File: config.mk
export PLATFORM = sky130hd
export DESIGN_NAME = priority_queue_ctrl
export DESIGN_NICKNAME = d
export VERILOG_FILES = /design/src/rtl/queue_pkg.sv /design/src/rtl/class_counter.sv /design/src/rtl/priority_queue_ctrl.sv
export SDC_FILE = /design/constraint.sdc
export NUM_CORES = 1
export LEC_CHECK = 0
export CAP_MARGIN = 5
export CORE_MARGIN = 5
export CORE_UTILIZATION = 50
export CTS_BUF_LIST = sky130_fd_sc_hd__clkbuf_8
export CTS_CLUSTER_DIAMETER = 40
export DETAILED_ROUTE_END_ITERATION = 7
export PLACE_DENSITY = 0.76
export SLEW_MARGIN = 20
export SYNTH_ARGS = -nofsm -noshare
export SYNTH_HDL_FRONTEND = slang
export SYNTH_SLANG_ARGS = --single-unit
File: constraint.sdc
create_clock -name Clk -period 3.4 [get_ports Clk]
set_input_delay 0.68 -clock Clk [delete_from_list [all_inputs] [get_ports Clk]]
set_output_delay 0.68 -clock Clk [all_outputs]
set_load 0.02 [all_outputs]
File: src/rtl/queue_pkg.sv
// Shared constants, types and helpers for the priority queue controller.
// Defaults match a two-class, 100-ticket session.
package queue_pkg;

    localparam int DEF_MAX_CLIENTS  = 100;
    localparam int DEF_STARVE_LIMIT = 4;
    localparam int DEF_CNT_W        = 7;

    typedef logic [DEF_CNT_W-1:0] cnt_t;

    // Index width for n distinct values, never below one bit.
    function automatic int width_of(input int n);
        return (n <= 2) ? 1 : $clog2(n);
    endfunction

endpackage

File: src/rtl/class_counter.sv
// Per-class issued/served/skip bookkeeping.
// Issued saturates at MAX_CLIENTS; skip count saturates at STARVE_LIMIT.
module class_counter
    import queue_pkg::*;
#(
    parameter int MAX_CLIENTS  = DEF_MAX_CLIENTS,
    parameter int STARVE_LIMIT = DEF_STARVE_LIMIT,
    parameter int CNT_W        = DEF_CNT_W
) (
    input  logic             clk,
    input  logic             rst_n,
    input  logic             clear,
    input  logic             inc_new,
    input  logic             inc_served,
    input  logic             bypassed,
    output logic [CNT_W-1:0] issued,
    output logic [CNT_W-1:0] served,
    output logic [CNT_W-1:0] waiting,
    output logic             full,
    output logic             starved,
    output logic             drop_req
);

    localparam int K_W = width_of(STARVE_LIMIT + 1);
    localparam logic [CNT_W-1:0] MAX_C = CNT_W'(MAX_CLIENTS);
    localparam logic [K_W-1:0]   K_MAX = K_W'(STARVE_LIMIT);

    logic [CNT_W-1:0] i_q, i_d, s_q, s_d;
    logic [K_W-1:0]   k_q, k_d;

    assign issued   = i_q;
    assign served   = s_q;
    assign waiting  = i_q - s_q;
    assign full     = (i_q == MAX_C);
    assign starved  = (waiting != '0) && (k_q == K_MAX);
    assign drop_req = inc_new && full;

    // Next-state: clear wins, then arrival, service and aging.
    always_comb begin
        i_d = i_q;
        s_d = s_q;
        k_d = k_q;
        if (clear) begin
            i_d = '0;
            s_d = '0;
            k_d = '0;
        end else begin
            if (inc_new && !full)
                i_d = i_q + CNT_W'(1);
            if (inc_served) begin
                s_d = s_q + CNT_W'(1);
                k_d = '0;
            end else if (bypassed && (k_q != K_MAX)) begin
                k_d = k_q + K_W'(1);
            end
            if (i_d == s_d)
                k_d = '0;
        end
    end

    // Counter state registers.
    always_ff @(posedge clk or negedge rst_n) begin
        if (!rst_n) begin
            i_q <= '0;
            s_q <= '0;
            k_q <= '0;
        end else begin
            i_q <= i_d;
            s_q <= s_d;
            k_q <= k_d;
        end
    end

endmodule

File: src/rtl/priority_queue_ctrl.sv
// Multi-class ticket controller: per-class counters plus an
// aging arbiter that serves the highest-priority waiting class.
module priority_queue_ctrl
    import queue_pkg::*;
#(
    parameter int NUM_CLASSES  = 2,
    parameter int MAX_CLIENTS  = DEF_MAX_CLIENTS,
    parameter int CNT_W        = DEF_CNT_W,
    parameter int CLS_W        = 1,
    parameter int STARVE_LIMIT = DEF_STARVE_LIMIT
) (
    input  logic                         Clk,
    input  logic                         Reset_N,
    input  logic [NUM_CLASSES-1:0]       New,
    input  logic                         Done,
    input  logic                         Clear,
    output logic [CNT_W-1:0]             Current_Client,
    output logic [CLS_W-1:0]             Current_Class,
    output logic                         Served_Valid,
    output logic [NUM_CLASSES*CNT_W-1:0] Total_Clients,
    output logic [NUM_CLASSES*CNT_W-1:0] Waiting,
    output logic [NUM_CLASSES-1:0]       Full,
    output logic                         Empty,
    output logic                         Drop
);

    logic [CNT_W-1:0]       served [NUM_CLASSES];
    logic [NUM_CLASSES-1:0] eligible, starved, drop_req;
    logic [CLS_W-1:0]       sel;
    logic [CNT_W-1:0]       sel_served;
    logic                   found, accept;

    logic [CNT_W-1:0] cli_q, cli_d;
    logic [CLS_W-1:0] cls_q, cls_d;
    logic             sv_q, sv_d, drop_q, drop_d;

    for (genvar c = 0; c < NUM_CLASSES; c++) begin : g_cls
        logic [CNT_W-1:0] w;
        assign eligible[c] = (w != '0);
        assign Waiting[c*CNT_W +: CNT_W] = w;

        class_counter #(
            .MAX_CLIENTS  (MAX_CLIENTS),
            .STARVE_LIMIT (STARVE_LIMIT),
            .CNT_W        (CNT_W)
        ) u_cnt (
            .clk        (Clk),
            .rst_n      (Reset_N),
            .clear      (Clear),
            .inc_new    (New[c]),
            .inc_served (accept && (sel == CLS_W'(c))),
            .bypassed   (accept && eligible[c] && (sel != CLS_W'(c))),
            .issued     (Total_Clients[c*CNT_W +: CNT_W]),
            .served     (served[c]),
            .waiting    (w),
            .full       (Full[c]),
            .starved    (starved[c]),
            .drop_req   (drop_req[c])
        );
    end

    assign Empty  = ~|eligible;
    assign accept = Done && !Clear && |eligible;

    // Arbiter: lowest starved class if any, else lowest waiting class.
    always_comb begin
        sel        = '0;
        sel_served = '0;
        found      = 1'b0;
        for (int c = 0; c < NUM_CLASSES; c++) begin
            if (!found && ((|starved) ? starved[c] : eligible[c])) begin
                sel        = CLS_W'(c);
                sel_served = served[c];
                found      = 1'b1;
            end
        end
    end

    // Output next-state: ticket display holds unless a serve is accepted.
    always_comb begin
        cli_d  = cli_q;
        cls_d  = cls_q;
        sv_d   = accept;
        drop_d = !Clear && |drop_req;
        if (accept) begin
            cli_d = sel_served + CNT_W'(1);
            cls_d = sel;
        end
    end

    // Output registers.
    always_ff @(posedge Clk or negedge Reset_N) begin
        if (!Reset_N) begin
            cli_q  <= '0;
            cls_q  <= '0;
            sv_q   <= 1'b0;
            drop_q <= 1'b0;
        end else begin
            cli_q  <= cli_d;
            cls_q  <= cls_d;
            sv_q   <= sv_d;
            drop_q <= drop_d;
        end
    end

    assign Current_Client = cli_q;
    assign Current_Class  = cls_q;
    assign Served_Valid   = sv_q;
    assign Drop           = drop_q;

endmodule

==> metrics.md <==
| Metric | Value |
|---|---|
| Maximum Capacitance Violations | `0` |
| Ant diodes | `0` |
| Routability-driven placement congestion ratio | `0.859` |
| Yosys Warn Count | `0` |
| Critical Path RT | `3620 ps` |
| Hold_ws | `371 ps` |
| Drt pass-1 iters | `4` |
| TNS Setup | `-340 ps` |
| Final Hold Fails | `0` |
| WL/cell | `17.3 um` |
| Avg Inst Size Synth | `8.70 um2` |
| DP Cell Count | `605` |
| Die Area | `0.00902 mm2` |
| Die Ht | `95.0 um` |
| H-tree levels | `2` |
| Final Non-Filler Cells | `624` |
| Worst skew pair latency | `310 ps` |
| Sequential area share after synthesis | `0.305` |
| Critical path endpoint category | `register` |
| RSZ-0062 raised after global routing | `true` |
| Startpoint types | `register` |
| Routed WL | `10.8 mm` |
| Setup CP Type | `register to register` |
| Layout area overhead | `41.2%` |
| Nets | `555` |
| Fin crit period | `3470 ps` |
| # DRC | `0` |
| Worst hold path class | `input pin to async pin` |
| Starting Density | `0.506` |
| Placed Area | `0.00465 mm2` |
| Final worst-path setup slack | `-68.3 ps` |
| Failing checks | `setup timing` |
| Mapped Cells | `415` |
| Final setup fails | `8` |
| Number of flops mapped to enable cells by yosys | `0` |
| R2R Setup Slk | `-70 ps` |
| Switching Share | `0.397` |
| Worst-margin pin slew | `599 ps` |
| Internal | `1.25 mW` |
| Post-synthesis cell type count | `63` |
| Number of fillers in the final layout | `551` |
| Clk network pwr share | `0.202` |
| Port bufs | `46` |
| Share of cells above drive strength 1 | `0.269` |
| Initial antenna violation count | `0` |
| Final Skew | `10.6 ps` |
| Row count | `31` |
| Top cells by area, synth | `dfrtp_1 (31%), ha_1 (8.0%), xnor2_1 (7.8%)` |
| Synth top area share | `0.305` |
| Total number of vias | `3614` |
| Logic pwr share | `0.521` |
| Clock transition at path regs | `100 ps` |
| Worst-case reg-to-reg path depth | `14` |
| Commonest cells after routing, fill and taps aside | `buf_4 (66), nor2_1 (50), clkdlybuf4s50_1 (41)` |
| Sequential power share | `0.277` |
| Vias per cell | `5.79` |
| Pin count of the biggest net entering global routing | `45` |
| GRT Overall Usage | `0.228` |
| CTS Buf Count | `5` |
| Max_slew headroom | `0.601` |
| Vias in the first global route | `3427` |
| Area leader, netlist | `dfrtp_1` |
| Global-route wire length before repair | `16.2 mm` |
| Worst EP arrival | `3680 ps` |
| Critical Path Start | `g_cls[0].u_cnt.served[0]$_DFF_PN0_` |
| Max Fclk | `288 MHz` |
| Core area | `0.00714 mm2` |
| Ports | `47` |
| Asr flop ratio synth | `1.00` |
| Status | `complete, but fails checks` |
| Main flop type after synthesis | `dfrtp_1` |
| GR Overflow Total | `0` |
| Antenna-violating nets left | `0` |
| Sink Count | `44` |
| Syn Nets | `446` |
| Startpoint of the worst-slack reg-to-reg timing path | `g_cls[0].u_cnt.served[0]$_DFF_PN0_` |
| TritonCTS clock tree | `done` |
| R2R Path End | `Current_Client[6]$_DFFE_PN0N_` |
| Dpl hpwl | `7.56 mm` |
| Overall Power | `2.06 mW` |
| Number of synthesized register bits | `44` |
| Pwr dens | `405 mW/mm2` |
| Clk buf depth | `2` |
| Crit path to | `Current_Client[6]$_DFFE_PN0N_` |
| Leakage | `2.30 nW` |
| VDD IR-drop max | `300 uV` |
| Die W | `95.0 um` |
| Mapped cell area | `0.00361 mm2` |
| Post-route cell area | `0.00509 mm2` |
| Most common cell after layout, fill and taps aside | `buf_4` |
| Max Fanout on Critical Path | `5` |
| Psw | `0.819 mW` |
| Root Buffer | `clkbuf_8` |
| Period utilization | `1.02` |
| Initial drt markers | `182` |
| Max-slew violation count | `0` |
==> layer usage <==
layer | global-route usage | up-vias | share of wire
met2 | 0.386 | 125 | 0.51
met4 | 0.0457 | 0 | 0.0094
li1 | - | 1684 | -
met3 | 0.0367 | 14 | 0.050
met5 | 0 | - | 0
met1 | 0.307 | 1791 | 0.43
==> registers in the layout, indices dropped and copies added (netlist names) <==
register and cells:
g_cls.u_cnt.issued 14, g_cls.u_cnt.k_q 6, Current_Client 7, Served_Valid 1, g_cls.u_cnt.served 14, Drop 1
Current_Class 1
==> what timing repair did <==
item                       in CTS  in global routing
hold buffers                    0                  0
pin swaps                       3                 31
setup endpoints to repair       8                 13
gates resized for setup        11                 43
setup buffers                   0                 11
==> worst max-delay path, cell delays in order (launching register included) <==
cell and delay [ps]:
dfrtp_1 430, ha_4 190, fa_2 420, nand2b_4 170, a21oi_4 210, a2111oi_4 110, or4_4 570, o21ai_4 210
a32oi_2 160, inv_1 100, ha_2 180, inv_2 50, a211oi_4 240, a31oi_1 110, o31ai_1 220
==> worst min-delay path by stage <==
stage / startpoint / to / depth (start not counted)
after detailed placement: Current_Client[1]$_DFFE_PN0N_ / Current_Client[1]$_DFFE_PN0N_ / 2
after global placement: Current_Client[6]$_DFFE_PN0N_ / Current_Client[6]$_DFFE_PN0N_ / 2
after floorplan: Reset_N / Current_Class$_DFFE_PN0N_ / 0
after CTS: Current_Client[1]$_DFFE_PN0N_ / Current_Client[1]$_DFFE_PN0N_ / 2
final: Reset_N / g_cls[0].u_cnt.k_q[2]$_DFFE_PN0P_ / 1
after global routing: Reset_N / Current_Client[4]$_DFFE_PN0N_ / 1
==> synth_stat cells, types with 3 or more instances <==
cell / n
nor4_1: 3
nor2b_1: 6
nand4_1: 7
buf_4: 3
and4_1: 3
a31oi_1: 8
xnor3_1: 4
nor3_1: 15
o21ai_0: 10
nor2_1: 51
ha_1: 23
nand2_1: 33
clkbuf_1: 8
nor3_2: 3
and3_1: 4
or3_1: 6
a22oi_1: 3
o21ai_1: 8
a22o_1: 3
inv_1: 30
xnor2_1: 32
dfrtp_1: 44
a21oi_1: 17
xor2_1: 20
nand3_1: 12
nand2b_1: 9
a311oi_1: 3
==> area by class of cell <==
cell class / count / area (um2) / share of cell area
Clock buffer: 5 / 68.8 / 0.0135
Clock inverter: 3 / 42.5 / 0.00835
Inverter: 30 / 113 / 0.0221
Multi-Input combinational cell: 330 / 2670 / 0.524
Sequential cell: 44 / 1110 / 0.217
Tap cell: 99 / 124 / 0.0243
Timing Repair Buffer: 113 / 970 / 0.190
==> power by group through the flow <==
stage / combinational (mW) / sequential [mW] / clock (mW)
floorplan: 0.514 / 0.616 / 0
global placement: 0.907 / 0.580 / 0
detailed placement: 0.926 / 0.580 / 0
CTS: 0.935 / 0.570 / 0.420
global route: 1.15 / 0.578 / 0.442
finish: 1.08 / 0.572 / 0.416
==> cells by family (layout without fill, tap and decap cells) <==
family	count (synthesis)	in the layout	share of synthesized area
adder cells (fa/ha/maj)	25	25	0.0908
buffers and inverters	41	151	0.0458
multiplexers	3	3	0.00971
flip-flops	44	44	0.305
XOR/XNOR	56	56	0.151
AO/OA/AOI/OAI	77	77	0.149
AND/OR/NAND/NOR	169	169	0.248
==> metrics by stage <==
stage	setup WS, ps	utilization
5_1_grt	-250	0.714
3_5_place_dp	-32.4	0.652
3_3_place_gp	12.9	0.652
4_1_cts	-2.53	0.670
2_1_floorplan	6.39	-
6_report	-68.3	0.714
No activity file was read; power rests on OpenSTA's default activity.
